**config.mk**
```make
export PLATFORM = sky130hd
export DESIGN_NAME = example
export DESIGN_NICKNAME = d
export VERILOG_FILES = /design/src/rtl/example.sv
export SDC_FILE = /design/constraint.sdc
export NUM_CORES = 1
export LEC_CHECK = 0
export BUFFER_PORTS_ARGS = -buffer_cell sky130_fd_sc_hd__clkbuf_2
export CORE_AREA = 4 4 52 88
export DETAILED_ROUTE_END_ITERATION = 8
export DIE_AREA = 0 0 56 92
export PLACE_DENSITY = 0.8
export REMOVE_ABC_BUFFERS = 1
export SLEW_MARGIN = 20
export SYNTH_ARGS = -nofsm -noshare
export SYNTH_HDL_FRONTEND = slang
export SYNTH_SLANG_ARGS = --single-unit
```
**constraint.sdc**
```tcl
create_clock -name clk -period 2.3 [get_ports clk]
set_input_delay 0.345 -clock clk [delete_from_list [all_inputs] [get_ports clk]]
set_output_delay 0.345 -clock clk [all_outputs]
set_load 0.02 [all_outputs]
```
**src/rtl/example.sv**
```systemverilog
// rtl/example.sv - dispatch tracker: per-entry dependency masks, wakeup clearing, issue requests
module example #(
  parameter int ENTRIES = 4,
  parameter int DEP_W   = 8,
  parameter int IDX_W   = $clog2(ENTRIES)
) (
  input  logic               clk,
  input  logic               rst,
  input  logic               disp_valid,
  input  logic [DEP_W-1:0]   dep_mask,
  input  logic [DEP_W-1:0]   wakeup,
  input  logic [ENTRIES-1:0] grant,
  output logic [IDX_W-1:0]   free_entry_out,
  output logic               full_out,
  output logic [ENTRIES-1:0] reqs
);

  logic [ENTRIES-1:0] entry_valid;
  logic [DEP_W-1:0]   r_dep [ENTRIES];

  logic [IDX_W-1:0]   w_free;
  logic               w_full;
  logic [ENTRIES-1:0] w_reqs;
  logic               w_disp_ok;

  // Scan downward so the lowest invalid index wins; 0 when nothing is free.
  always_comb begin
    w_free = '0;
    for (int i = ENTRIES - 1; i >= 0; i--) begin
      if (!entry_valid[i]) w_free = IDX_W'(i);
    end
  end

  always_comb begin
    w_reqs = '0;
    for (int i = 0; i < ENTRIES; i++) begin
      w_reqs[i] = entry_valid[i] && (r_dep[i] == '0);
    end
  end

  assign w_full         = &entry_valid;
  assign w_disp_ok      = disp_valid && !w_full;
  assign free_entry_out = w_free;
  assign full_out       = w_full;
  assign reqs           = w_reqs;

  // The free slot is invalid pre-edge, so it can never also be a granted entry.
  always_ff @(posedge clk or negedge rst) begin
    if (!rst) begin
      entry_valid <= '0;
      for (int i = 0; i < ENTRIES; i++) r_dep[i] <= '0;
    end else begin
      for (int i = 0; i < ENTRIES; i++) begin
        if (grant[i] && w_reqs[i]) begin
          entry_valid[i] <= 1'b0;
          r_dep[i]       <= '0;
        end else if (w_disp_ok && (w_free == IDX_W'(i))) begin
          entry_valid[i] <= 1'b1;
          r_dep[i]       <= dep_mask & ~wakeup;
        end else if (entry_valid[i]) begin
          r_dep[i]       <= r_dep[i] & ~wakeup;
        end
      end
    end
  end

endmodule

```
==> results of run 1 <==
[path summary, 6_finish.rpt]
path | startpoint | to | slack, ps | cells after the start
max in group asynchronous | rst | r_dep[3] | 1560 | 1
min in group clk | grant[3] | entry_valid[3] | 220 | 2
setup / recovery | r_dep[11] | reqs[2] | 240 | 4
hold / removal | rst | r_dep[2] | 180 | 1
hold reg to reg | r_dep[30] | r_dep[30] | 510 | 2
setup reg to reg | entry_valid[1] | r_dep[15] | 640 | 4
[power by group]
part | internal (W) | switching [W]
Clock | 0.000266 | 0.000211
Sequential | 0.000833 | 0.000193
Combinational | 0.000478 | 0.000695
Total | 0.00158 | 0.00110
[registers in the layout (all words and copies together), names as in the netlist]
register	count
entry_valid	4
r_dep	32
[worst reg2reg max path: cells and delay by family (launching register included)]
kind	cells	cell delay, ps
flops	1	340
compound gates	1	370
buf+inv	1	240
simple gates	2	610
[synth_stat cells, drive strengths merged]
cell type | count | area [um2]
dfrtp | 36 | 901
mux2i | 21 | 210
nand2 | 19 | 73.8
o21ai | 15 | 75.1
nor2b | 10 | 62.6
buf | 8 | 51.3
o22ai | 8 | 50.1
a32oi | 7 | 61.3
o2bb2ai | 7 | 61.3
nand3b | 6 | 45.0
a21oi | 5 | 25.0
nor2 | 5 | 26.3
or4 | 4 | 30.0
and3 | 3 | 18.8
clkbuf | 3 | 11.3
inv | 3 | 11.3
a41oi | 2 | 17.5
nor3 | 2 | 20.0
nor4 | 2 | 12.5
a221o | 1 | 10.0
a221oi | 1 | 8.76
a31o | 1 | 8.76
a31oi | 1 | 6.26
and2 | 1 | 6.26
and3b | 1 | 8.76
nand4b | 1 | 8.76
nor3b | 1 | 7.51
o21a | 1 | 7.51
o41ai | 1 | 8.76
or4b | 1 | 10.0
[layout make-up]
class,count,area (um2)
inverter,3,11.3
clock buffer,7,96.3
multi-input combinational,127,881
timing repair buffer,35,190
sequential,36,901
tap,48,60.1
fill,367,1760
[per-layer routing]
layer  GRT usage  wire length (um)
met1       0.228              1820
met2       0.314              2290
met3      0.0479               199
met4      0.0851               119
met5           0                 0
[kinds of logic after synthesis]
group,count (synthesis)
and+or+nand+nor,56
AOI/OAI and AO/OA,50
DFF,36
muxes,21
buffers and inverters,14
[metrics by stage]
stage	util	total power (W)	hold slack, ps	setup WS (ps)
floorplan	-	0.00178	49.4	487
global placement	0.523	0.00218	485	570
detailed placement	0.523	0.00220	499	549
CTS	0.548	0.00269	192	225
global route	0.548	0.00287	225	164
finish	0.548	0.00268	175	243
==> flow_metrics.tcl, run 1 <==
set metrics [dict create \
    dp_hpwl_um 3210 \
    avgSynthCellArea_um2 10.5 \
    root_buffer "clkbuf_8" \
    cts-buffers-inserted 5 \
    io_buffers 29 \
    max_stage_delay_ps 560 \
    std_cell_rows 30 \
    syn_inst 177 \
    synth_xor_area_frac 0 \
    hold_buffers 0 \
    tns_ps 0 \
    critPathLaunchType "flop" \
    path_delay_family "simple AND/OR/NAND/NOR gates" \
    cts.clk_slew.worst_paths_ps 70 \
    rsz0062_at_grt "false" \
    dieWidth_um 56 \
    ys_seq_area_frac 0.486 \
    wl_per_cell_um 17.3 \
    ant_nets 0 \
    fin_area_mm2 0.00214 \
    dpl.cell_count 249 \
    clock_sinks 36 \
    yosys_warnings 0 \
    ys_types 34 \
    p_per_area_mw_per_mm2 1250 \
    place_area_mm2 0.00204 \
    period_share 0.894 \
    layout-drive-gt1-share 0.226 \
    grt_pass1_wl_um 7580 \
    synth_compound_area_frac 0.183 \
    coreArea_mm2 0.00390 \
    peakVddDrop_mv 0.936 \
    final.min_clock_period_ps 2060 \
    maxCapViolCount 0 \
    min_path_type "in -> async" \
    syn_to_final_growth_pct 15.3 \
    synthMuxAreaShare 0.113 \
    diodes 0 \
    synth_fa_ha_area_frac 0 \
    hold_viol 0 \
    start_util 0.475 \
    final_cell_mix "dfrtp_1, clkbuf_2, mux2i_1" \
    layout.nets 231 \
    grt_pass1_vias 1551 \
    worst_path_max_delay_cell "or4_1" \
    grt_max_degree 37 \
    skew_ps 4.79 \
    fmax_mhz 486 \
    num_io_pins 30 \
    critPathBufInv 1 \
    cts_tree "done" \
    ys_seq_elements 36 \
    mostFrequentLayoutCell "dfrtp_1" \
    vias_per_cell 5.99 \
    final_cells 256 \
    critPathKind "reg -> out" \
    antenna_found_initial 0 \
    num_vias 1534 \
    die_h_um 92 \
    routed_wirelength_um 4430 \
    cp_max_fo 3 \
    status "finished, final reports clean" \
    first_pass_iters 5 \
    place.gp.congestion 0.832 \
    grt.overflow.total 0 \
    worst_ep_required_time_ps 1960 \
    slew_headroom 0.396 \
    p_leak_nw 1.03 \
    cp-end-kind "primary output" \
    setup_violations 0 \
    post-cts-setup-buffers 0 \
    cp.arrival_ps 1710 \
    htreeDepth 2 \
    die-area_mm2 0.00515 \
    maxSlewViolCount 0 \
    worstMarginPinSlew_ps 906 \
    drcViolationCount 0 \
    synth_top_family_by_area "compound AO/OA/AOI/OAI gates" \
    syn_area_mm2 0.00186 \
    drtIter0Drc 57 \
    worstSkewPairLatency_ps 290 \
    yosys.area_share.simple 0.178 \
    path_cells "or4_1 > nor3_2 > and3_1 > clkbuf_2" \
    cts-resized-gates 0 \
    clock_path_buffers 2 \
    gr-usage-all-layers 0.190 \
]
Note: power is estimated with default switching activity, not from simulation.
==> run 2: changes to the inputs <==
--- a/config.mk
+++ b/config.mk
@@ -6,10 +6,11 @@
 export NUM_CORES = 1
 export LEC_CHECK = 0
 export BUFFER_PORTS_ARGS = -buffer_cell sky130_fd_sc_hd__clkbuf_2
-export CORE_AREA = 4 4 52 88
+export CORE_AREA = 4 4 65 97
 export DETAILED_ROUTE_END_ITERATION = 8
-export DIE_AREA = 0 0 56 92
-export PLACE_DENSITY = 0.8
+export DIE_AREA = 0 0 69 101
+export GPL_TIMING_DRIVEN = 0
+export PLACE_DENSITY = 0.63
 export REMOVE_ABC_BUFFERS = 1
 export SLEW_MARGIN = 20
 export SYNTH_ARGS = -nofsm -noshare
==> run 2 against run 1 <==
Global-route usage is 5.1 points lower; sequential power grew 9%; combinational power down 12%; clock skew rose by 1.1 ps; clock power is 3% higher; cell count rose by 6.3%; sequential share of layout area up 0.38 points; critical endpoint unchanged; highest routed layer unchanged.
==> flow_metrics.tcl, run 2 (synthesis results as in run 1) <==
set metrics [dict create \
    first_pass_iters 4 \
    combPwrFrac 0.390 \
    fin_area_mm2 0.00212 \
    num_vias 1473 \
    rsz0062_at_grt "false" \
    io_buffers 29 \
    die_h_um 101 \
    final_cell_mix "dfrtp_1, clkbuf_2, mux2i_1" \
    largest_reg_flops 32 \
    worst_path_max_delay_cell "or4_1" \
    vias_per_cell 5.42 \
    intPower_w 0.00153 \
    htreeDepth 2 \
    start_util 0.340 \
    cts_tree "done" \
    critPathLaunchType "flop" \
    worst_ep_required_time_ps 1960 \
    grt.overflow.total 0 \
    regMostFlops "r_dep" \
    slew_headroom 0.399 \
    seq_power_share 0.424 \
    peakVddDrop_mv 0.907 \
    gr-usage-all-layers 0.139 \
    syn_to_final_growth_pct 14.4 \
    layout.nets 225 \
    grt_max_degree 37 \
    fmax_mhz 459 \
    wl_per_cell_um 16.4 \
    grt_pass1_vias 1521 \
    std_cell_rows 33 \
    worstSkewPairLatency_ps 290 \
    top_regs "r_dep: 32 flops, entry_valid: 4 flops" \
    hold_viol 0 \
    num_io_pins 30 \
    place_area_mm2 0.00203 \
    place.gp.congestion 0.752 \
    die-area_mm2 0.00697 \
    p_per_area_mw_per_mm2 1240 \
    dp_hpwl_um 3210 \
    final.min_clock_period_ps 2180 \
    maxCapViolCount 0 \
    skew_ps 5.88 \
    mostFrequentLayoutCell "dfrtp_1" \
    dieWidth_um 69 \
    hold_buffers 0 \
    period_share 0.947 \
    worstMarginPinSlew_ps 901 \
    coreArea_mm2 0.00545 \
    maxSlewViolCount 0 \
    drtIter0Drc 58 \
    root_buffer "clkbuf_8" \
    diodes 0 \
    total_switching_power_w 0.00111 \
    grt_pass1_wl_um 7700 \
    routed_wirelength_um 4470 \
    max_stage_delay_ps 600 \
    ant_nets 0 \
    cts-buffers-inserted 5 \
    cts.clk_slew.worst_paths_ps 70 \
    clock_path_buffers 2 \
    ff2ff_path_depth 2 \
    cp.arrival_ps 1830 \
    clock_sinks 36 \
    status "finished, final reports clean" \
    tns_ps 0 \
    layout-drive-gt1-share 0.208 \
    setup_violations 0 \
    antenna_found_initial 0 \
    path_cells "or4_1 > nor3_2 > and3_1 > clkbuf_2" \
    cp_max_fo 3 \
    clock_power_share 0.186 \
    swShare 0.422 \
    min_path_type "in -> async" \
    critPathKind "reg -> out" \
    p_leak_nw 1.01 \
    drcViolationCount 0 \
    cp-end-kind "primary output" \
]
-- run 2: cell count changes in the layout (fill, tap and decap cells not counted), sizes merged --
| cell | delta |
|---|---|
| buf | -6 |
-- run 2: power groups by stage --
stage | Combinational (W) | Clock, W | Sequential, W
after floorplan | 0.000741 | 0 | 0.00104
after global placement | 0.00102 | 0 | 0.00112
after CTS | 0.00104 | 0.000509 | 0.00111
after global routing | 0.00116 | 0.000538 | 0.00116
after detailed placement | 0.00103 | 0 | 0.00112
final | 0.00103 | 0.000492 | 0.00112
-- run 2: cell type report --
class / instances / area (um2)
multi-input combinational: 127 / 881
timing repair buffer: 29 / 145
tap: 70 / 87.6
inverter: 3 / 11.3
fill: 592 / 3330
clock buffer: 7 / 96.3
sequential: 36 / 902
-- run 2: worst max-delay path, delay by kind of cell, from the launching register on --
| family | cells | cell delay (ps) |
|---|---|---|
| buf+inv | 1 | 170 |
| simple gates | 3 | 990 |
| flops | 1 | 390 |
-- run 2: path summary, 6_finish.rpt --
check                               startpoint             end  slack (ps)
worst max-delay path                 r_dep[11]         reqs[2]         120
worst max register to register  entry_valid[0]       r_dep[15]         210
worst min register to register       r_dep[12]       r_dep[12]         510
min in group clk                      grant[3]  entry_valid[3]         220
worst min-delay path                       rst       r_dep[13]         170
max in group asynchronous                  rst  entry_valid[1]        1510
-- run 2: routing by layer --
layer	vias up	wire length, um	track usage
met5	-	0	0
met3	6	131	0.0269
met1	718	1930	0.164
met2	32	2320	0.242
li1	717	-	-
met4	0	91	0.0632
-- run 2: timing repair --
item | in CTS | in global routing
setup buffers | 0 | 0
gates resized for setup | 1 | 0
endpoints found under the setup margin | 1 | 0
-- run 2: metrics by stage --
| stage | power [W] | hold WS, ps | std cells | worst slack (ps) | util |
|---|---|---|---|---|---|
| 3_3_place_gp | 0.00214 | 489 | 265 | 207 | 0.372 |
| 3_5_place_dp | 0.00216 | 502 | 265 | 169 | 0.372 |
| 5_1_grt | 0.00286 | 210 | 272 | 25.1 | 0.390 |
| 6_report | 0.00264 | 173 | 272 | 121 | 0.390 |
| 4_1_cts | 0.00266 | 207 | 272 | 103 | 0.390 |
| 2_1_floorplan | 0.00178 | 49.4 | 166 | 487 | - |
